==> src/rtl/uart_seg_display_driver.sv <==
// ==== uart_seg_display_driver: UART chars -> 4-digit 7-segment drive with anode2 prefetch (rev 1.0) ====
`default_nettype none

module uart_seg_display_driver #(
  parameter bit SEG_ACTIVE_LOW = 1'b1
) (
  input  logic       Clk,
  input  logic       reset,
  input  logic [7:0] rx_data,
  input  logic       rx_valid,
  input  logic       rx_error,
  input  logic [3:0] anode,
  input  logic [3:0] anode2,
  output logic [3:0] an_out,
  output logic [6:0] seg,
  output logic       sync_err
);

  localparam logic [4:0] CODE_DASH  = 5'd16;
  localparam logic [4:0] CODE_BLANK = 5'd17;
  localparam logic [6:0] SEG_BLANK  = 7'b1111111;
  localparam logic [3:0] STROBE_IDLE = 4'b1111;

  logic [4:0] digit_buf [4];
  logic [4:0] sel_code;
  logic [1:0] sel_idx;
  logic       sel_valid;
  logic [6:0] seg_next;

  logic       a_hot;
  logic [1:0] a_idx;
  logic       a2_hot;
  logic [1:0] a2_idx;
  logic       a_bad;
  logic       a2_bad;
  logic       consume;
  logic       fault;

  function automatic logic [4:0] map_char(input logic [7:0] c);
    logic [4:0] code;
    code = CODE_DASH;
    if (c >= 8'h30 && c <= 8'h39)
      code = {1'b0, c[3:0]};
    else if ((c >= 8'h41 && c <= 8'h46) || (c >= 8'h61 && c <= 8'h66))
      code = {1'b0, c[3:0]} + 5'd9;
    return code;
  endfunction

  // Segment patterns are held internally active-low; polarity is applied at the pins.
  function automatic logic [6:0] decode(input logic [4:0] code);
    logic [6:0] s;
    case (code)
      5'd0:      s = 7'b0000001;
      5'd1:      s = 7'b1001111;
      5'd2:      s = 7'b0010010;
      5'd3:      s = 7'b0000110;
      5'd4:      s = 7'b1001100;
      5'd5:      s = 7'b0100100;
      5'd6:      s = 7'b0100000;
      5'd7:      s = 7'b0001111;
      5'd8:      s = 7'b0000000;
      5'd9:      s = 7'b0000100;
      5'd10:     s = 7'b0001000;
      5'd11:     s = 7'b1100000;
      5'd12:     s = 7'b0110001;
      5'd13:     s = 7'b1000010;
      5'd14:     s = 7'b0110000;
      5'd15:     s = 7'b0111000;
      CODE_DASH: s = 7'b1111110;
      default:   s = SEG_BLANK;
    endcase
    return s;
  endfunction

  // Returns {one_hot_low, digit_index}.
  function automatic logic [2:0] strobe_dec(input logic [3:0] s);
    logic [2:0] r;
    case (s)
      4'b0111: r = 3'b100;
      4'b1011: r = 3'b101;
      4'b1101: r = 3'b110;
      4'b1110: r = 3'b111;
      default: r = 3'b000;
    endcase
    return r;
  endfunction

  function automatic logic [6:0] drive(input logic [6:0] v);
    return SEG_ACTIVE_LOW ? v : ~v;
  endfunction

  assign {a_hot, a_idx}   = strobe_dec(anode);
  assign {a2_hot, a2_idx} = strobe_dec(anode2);
  assign a_bad   = (anode  != STROBE_IDLE) && !a_hot;
  assign a2_bad  = (anode2 != STROBE_IDLE) && !a2_hot;
  assign consume = a_hot && sel_valid && (a_idx == sel_idx);
  // A new prefetch is only an overwrite if the old selection is not being consumed this cycle.
  assign fault   = (a_hot && !consume) || a_bad || a2_bad || (a2_hot && sel_valid && !consume);

  always_ff @(posedge Clk) begin
    if (reset) begin
      for (int i = 0; i < 4; i++) digit_buf[i] <= CODE_BLANK;
    end else if (rx_valid) begin
      if (rx_error) begin
        for (int i = 0; i < 4; i++) digit_buf[i] <= CODE_DASH;
      end else begin
        digit_buf[0] <= digit_buf[1];
        digit_buf[1] <= digit_buf[2];
        digit_buf[2] <= digit_buf[3];
        digit_buf[3] <= map_char(rx_data);
      end
    end
  end

  always_ff @(posedge Clk) begin
    if (reset) begin
      sel_code  <= CODE_BLANK;
      sel_idx   <= 2'd0;
      sel_valid <= 1'b0;
      seg_next  <= SEG_BLANK;
    end else begin
      if (a2_hot) begin
        sel_code  <= digit_buf[a2_idx];
        sel_idx   <= a2_idx;
        sel_valid <= 1'b1;
      end else if (consume) begin
        sel_valid <= 1'b0;
      end
      seg_next <= decode(sel_code);
    end
  end

  always_ff @(posedge Clk) begin
    if (reset) begin
      an_out   <= STROBE_IDLE;
      seg      <= drive(SEG_BLANK);
      sync_err <= 1'b0;
    end else begin
      if (a_hot) begin
        an_out <= anode;
        seg    <= consume ? drive(seg_next) : drive(SEG_BLANK);
      end else begin
        an_out <= STROBE_IDLE;
        seg    <= drive(SEG_BLANK);
      end
      if (fault) sync_err <= 1'b1;
    end
  end

endmodule

`default_nettype wire

==> config.mk <==
export PLATFORM = sky130hd
export DESIGN_NAME = uart_seg_display_driver
export DESIGN_NICKNAME = d
export VERILOG_FILES = /design/src/rtl/uart_seg_display_driver.sv
export SDC_FILE = /design/constraint.sdc
export NUM_CORES = 1
export LEC_CHECK = 0
export BUFFER_PORTS_ARGS = -buffer_cell sky130_fd_sc_hd__buf_2
export CORE_UTILIZATION = 34
export DETAILED_ROUTE_END_ITERATION = 7
export REMOVE_ABC_BUFFERS = 1
export SYNTH_ARGS = -nofsm -noshare
export SYNTH_HDL_FRONTEND = slang
export SYNTH_SLANG_ARGS = --single-unit
==> constraint.sdc <==
create_clock -name Clk -period 3.3 [get_ports Clk]
set_clock_uncertainty 0.15 [all_clocks]
set_input_delay 0.33 -clock Clk [delete_from_list [all_inputs] [get_ports Clk]]
set_output_delay 0.33 -clock Clk [all_outputs]
set_load 0.01 [all_outputs]
After elaboration in Yosys (flattened, before gate mapping)
Memories as Yosys holds them, arrays and structs flattened. A register that Yosys moved wholly into a read port is not among the register bits.
Cells that the tools add are included.
- $add $sub $neg: 1
- $lt $le $gt $ge: 6
- equality and inequality tests: 11
- mux-type cells: 27
- bitwise logic cells: 10
- reduce and logical (&&, ||, !) cells: 20
- operators with widths (operator ; number):
    $mux W5 ; 13
    $eq A4 B4 Y1 const B ; 6
    $pmux W3 S4 ; 2
    $ge A8 B7 Y1 const B ; 2
    $le A8 B7 Y1 const B ; 2
    $mux W1 ; 12
    $logic_and A1 B1 Y1 ; 10
    $eq A4 B3 Y1 const B ; 2
    $ge A8 B6 Y1 const B ; 1
    $le A8 B6 Y1 const B ; 1
    $ne A4 B4 Y1 const B ; 2
    $or A1 B1 Y1 ; 8
    $add A4 B4 Y5 const B ; 1
    $logic_or A1 B1 Y1 ; 4
    $logic_not A1 Y1 ; 3
    $reduce_or A3 Y1 ; 1
    $eq A2 B2 Y1 ; 1
    $not A1 Y1 ; 2
    $reduce_bool A2 Y1 ; 1
    $reduce_or A2 Y1 ; 1
- register bits: 15
- bits in writable memories: 20
- memory bits (read-only): 224
- input port bits: 20
- output and inout bits: 12
- word-level logic and storage cells: 82
- memories: 2
- memory list (name ; words ; width ; read ports ; clocked after memory_dff ; write ports ; RTL line ; source):
    (name not given) ; 32 ; 7 ; 1 ; 1 ; 0 ; 52 ; case (code)
    digit_buf ; 4 ; 5 ; 4 ; 1 ; 4 ; 24 ; logic [4:0] digit_buf [4];

Depth between registers and ports, before layout
- depth after elaboration: 9
- mapped depth: 6
- depth with buffers taken out: 6

Worst setup path after synthesis
No wires, ideal clock.
- kind: input port to flip-flop
- start: in rx_data[0]
- end: mem digit_buf[3][4] (data pin)
- setup time: 254 ps
- arrival time: 1540 ps
- required time: 2896 ps
- slack: 1356 ps
- cell stages on the path: 6
- buffers on the path: 0
- cell sequence: inv_1 -> ha_1 -> o21bai_1 -> a2111oi_4 -> o21ai_1 -> a21o_1
- RTL lines (item ; RTL line ; source):
    from (decl) ; 9 ; input logic [7:0] rx_data,
    to (decl) ; 24 ;

==> impl_metrics.toml <==
[synth]
synthTopCellsByArea = "dfxtp_1, edfxtp_1, ha_1"
synthesis.area_mm2 = 0.00246
syn_inst = 256
ys_seq_area_share_pct = 44.4
synth_edf_count = 15
synth.distinct_cells = 56
yosysWarnings = 0
async_flop_share_pct = 0
ys_ff_latch = 47
avgSynthCellArea_um2 = 9.60
synth_top_area_cell = "dfxtp_1"
yosys.area.top_type_share_pct = 26.1
synth-main-ff-cell = "dfxtp_1"

[timing]
tightest_slew_ps = 520
rsz0062_at_grt = "no"
fmax_mhz = 516
min_period_ps = 1940
fin_crit_sh_pct = 58.7
setup_viol = 0
fin_setup_tns_ps = 0
finalHoldViolCount = 0
relSlewSlack_pct = 65.3
slew_violations = 0

[worst_setup_path]
cpMaxStageDelayCell = "a2111oi_4"
worstPathCellList = "buf_2 > inv_1 > ha_1 > o21bai_1 > a2111oi_4 > o21ai_1 > a21o_1"
r2r-start = "sel_valid"
crit_end = "digit_buf[3][4]"
path_class = "in -> reg"
cp_max_fo = 8
cp-startpoint = "rx_data[0]"
r2r_cells = 4
rr_endpoint = "seg[0]"
crit_path_start_kind = "input port"
cp.arrival_ps = 1860
required_ps = 3220
crit_path_end_kind = "flop"
reg2reg_slack_ps = 1650
slowest_delay_ps = 570

[finish]
mostFrequentLayoutCell = "dfxtp_1"
diodes = 0
final_cell_mix = "dfxtp_1, buf_2, inv_1"
final_cells = 375
area_delta_synth_final_pct = 12.5
nets = 307
final_util_pct = 40.2
final.fill_count = 713
drive_gt1_share_pct = 17.2
final_area_mm2 = 0.00276

[placement]
placed_cell_area_mm2 = 0.00266
gp_congestion = 0.798
port_buffers = 31
placedCellCount = 367
dpl.hpwl_mm = 3.48

[cts]
cts_num_sinks = 47
insertion_delay_ps = 300
cts_setup_buffers = 0
cts.path.max_buffers = 2
cts_tree = "yes"
clk_transition_reported_paths_ps = 90
cts_buffers = 5
clockRootBuffer = "clkbuf_8"
hold_buffers = 0
htreeDepth = 2
cts_resized = 0

[floorplanning]
start_util_pct = 35.8
row_count = 30
coreArea_mm2 = 0.00687
die_x_um = 87.0
fp.dieH_um = 87.0
die-area_mm2 = 0.00757
ios = 32

[global_routing]
grt_usage_pct = 13.6
antenna_found_initial = 0
grt_pass1_wl_mm = 8.06
first_global_vias = 1713
gr-total-overflow = 0
grt_max_degree = 22

[detailed_routing]
via_per_inst = 5.09
routed-via-count = 1908
first_pass_iters = 4
totalWireLength_mm = 4.70
drt-initial-drc-count = 119
wire_per_inst_um = 12.5
ant_nets = 0
drc = 0

[power_and_ir_drop]
p_leak_nw = 1.04
p_per_area_mw_per_mm2 = 432
peakVddDrop_mv = 0.237

[outcome]
outcome = "finished, final reports clean"

[worst_hold_path]
hold_class = "in -> reg"

[flow_run]
cap_violations = 0
==> where the power goes <==
part | leakage [nW] | internal (mW) | switching [mW]
Sequential | 0.412 | 0.621 | 0.0233
Clock | 0.0539 | 0.196 | 0.192
Combinational | 0.577 | 0.0673 | 0.0930
Total | 1.04 | 0.885 | 0.308
==> cell families (layout without fill, tap and decap cells) <==
kind of cell	Yosys count	count (layout)	share of synthesized area, %
AO/OA/AOI/OAI	77	77	23.3
XOR/XNOR	5	5	1.78
adder cells (fa/ha/maj)	10	10	4.99
buffers and inverters	34	57	5.70
flip-flops	47	47	44.4
multiplexers	3	3	1.22
AND/OR/NAND/NOR	80	80	18.6
==> area by class of cell <==
| class | count | area [um^2] | area share [%] |
|---|---|---|---|
| multi-input combinational | 175 | 1230 | 44.4 |
| sequential | 47 | 1090 | 39.5 |
| tap | 96 | 120 | 4.35 |
| inverter | 18 | 67.6 | 2.44 |
| clock buffer | 7 | 97.6 | 3.53 |
| clock inverter | 1 | 6.26 | 0.226 |
| timing repair buffer | 31 | 155 | 5.61 |
==> worst max-delay path, delay by kind of cell <==
family / cells / cell delay (ps)
compound gates: 4 / 1140
buf+inv: 2 / 200
fa+ha+maj: 1 / 170
==> worst min-delay path by stage <==
stage	start	cells after the start	slack, ps	to
global placement	seg_next[3]	1	240	seg[3]
CTS	rx_valid	2	180	digit_buf[2][0]
finish	anode[3]	2	190	an_out[3]
floorplan	seg_next[0]	1	240	seg[0]
global route	anode[3]	2	190	an_out[3]
detailed placement	seg_next[2]	1	240	seg[2]
==> Yosys cell counts (all sizes together) (7+ instances only) <==
library cell,number
nand2,11
a21oi,14
a22oi,7
dfxtp,32
and2,8
edfxtp,15
o21ai,11
nand2b,7
nor2b,7
inv,17
nor2,13
clkbuf,11
ha,9
o211ai,10
or2,10
==> routing by layer <==
| layer | part of all wire (%) | GRT usage (%) | up-vias |
|---|---|---|---|
| met2 | 44 | 21.7 | 51 |
| met1 | 49 | 17.6 | 869 |
| met4 | 2.0 | 4.85 | 0 |
| met3 | 4.7 | 3.89 | 10 |
| met5 | 0 | 0 | - |
| li1 | - | - | 978 |
==> state kept, by name, indices dropped and copies added (netlist names) <==
register	flops
seg_next	7
seg	7
sel_idx	2
sync_err	1
digit_buf	20
sel_code	5
sel_valid	1
an_out	4
==> metrics by stage <==
step           hold WS [ps]  worst slack [ps]  power [mW]
2_1_floorplan           236              1360       0.755
3_5_place_dp            243              1050       0.818
5_1_grt                 194              1200        1.26
6_report                193              1360        1.19
4_1_cts                 177              1380        1.21
3_3_place_gp            236              1100       0.817
(Power assumes the default switching activity.)
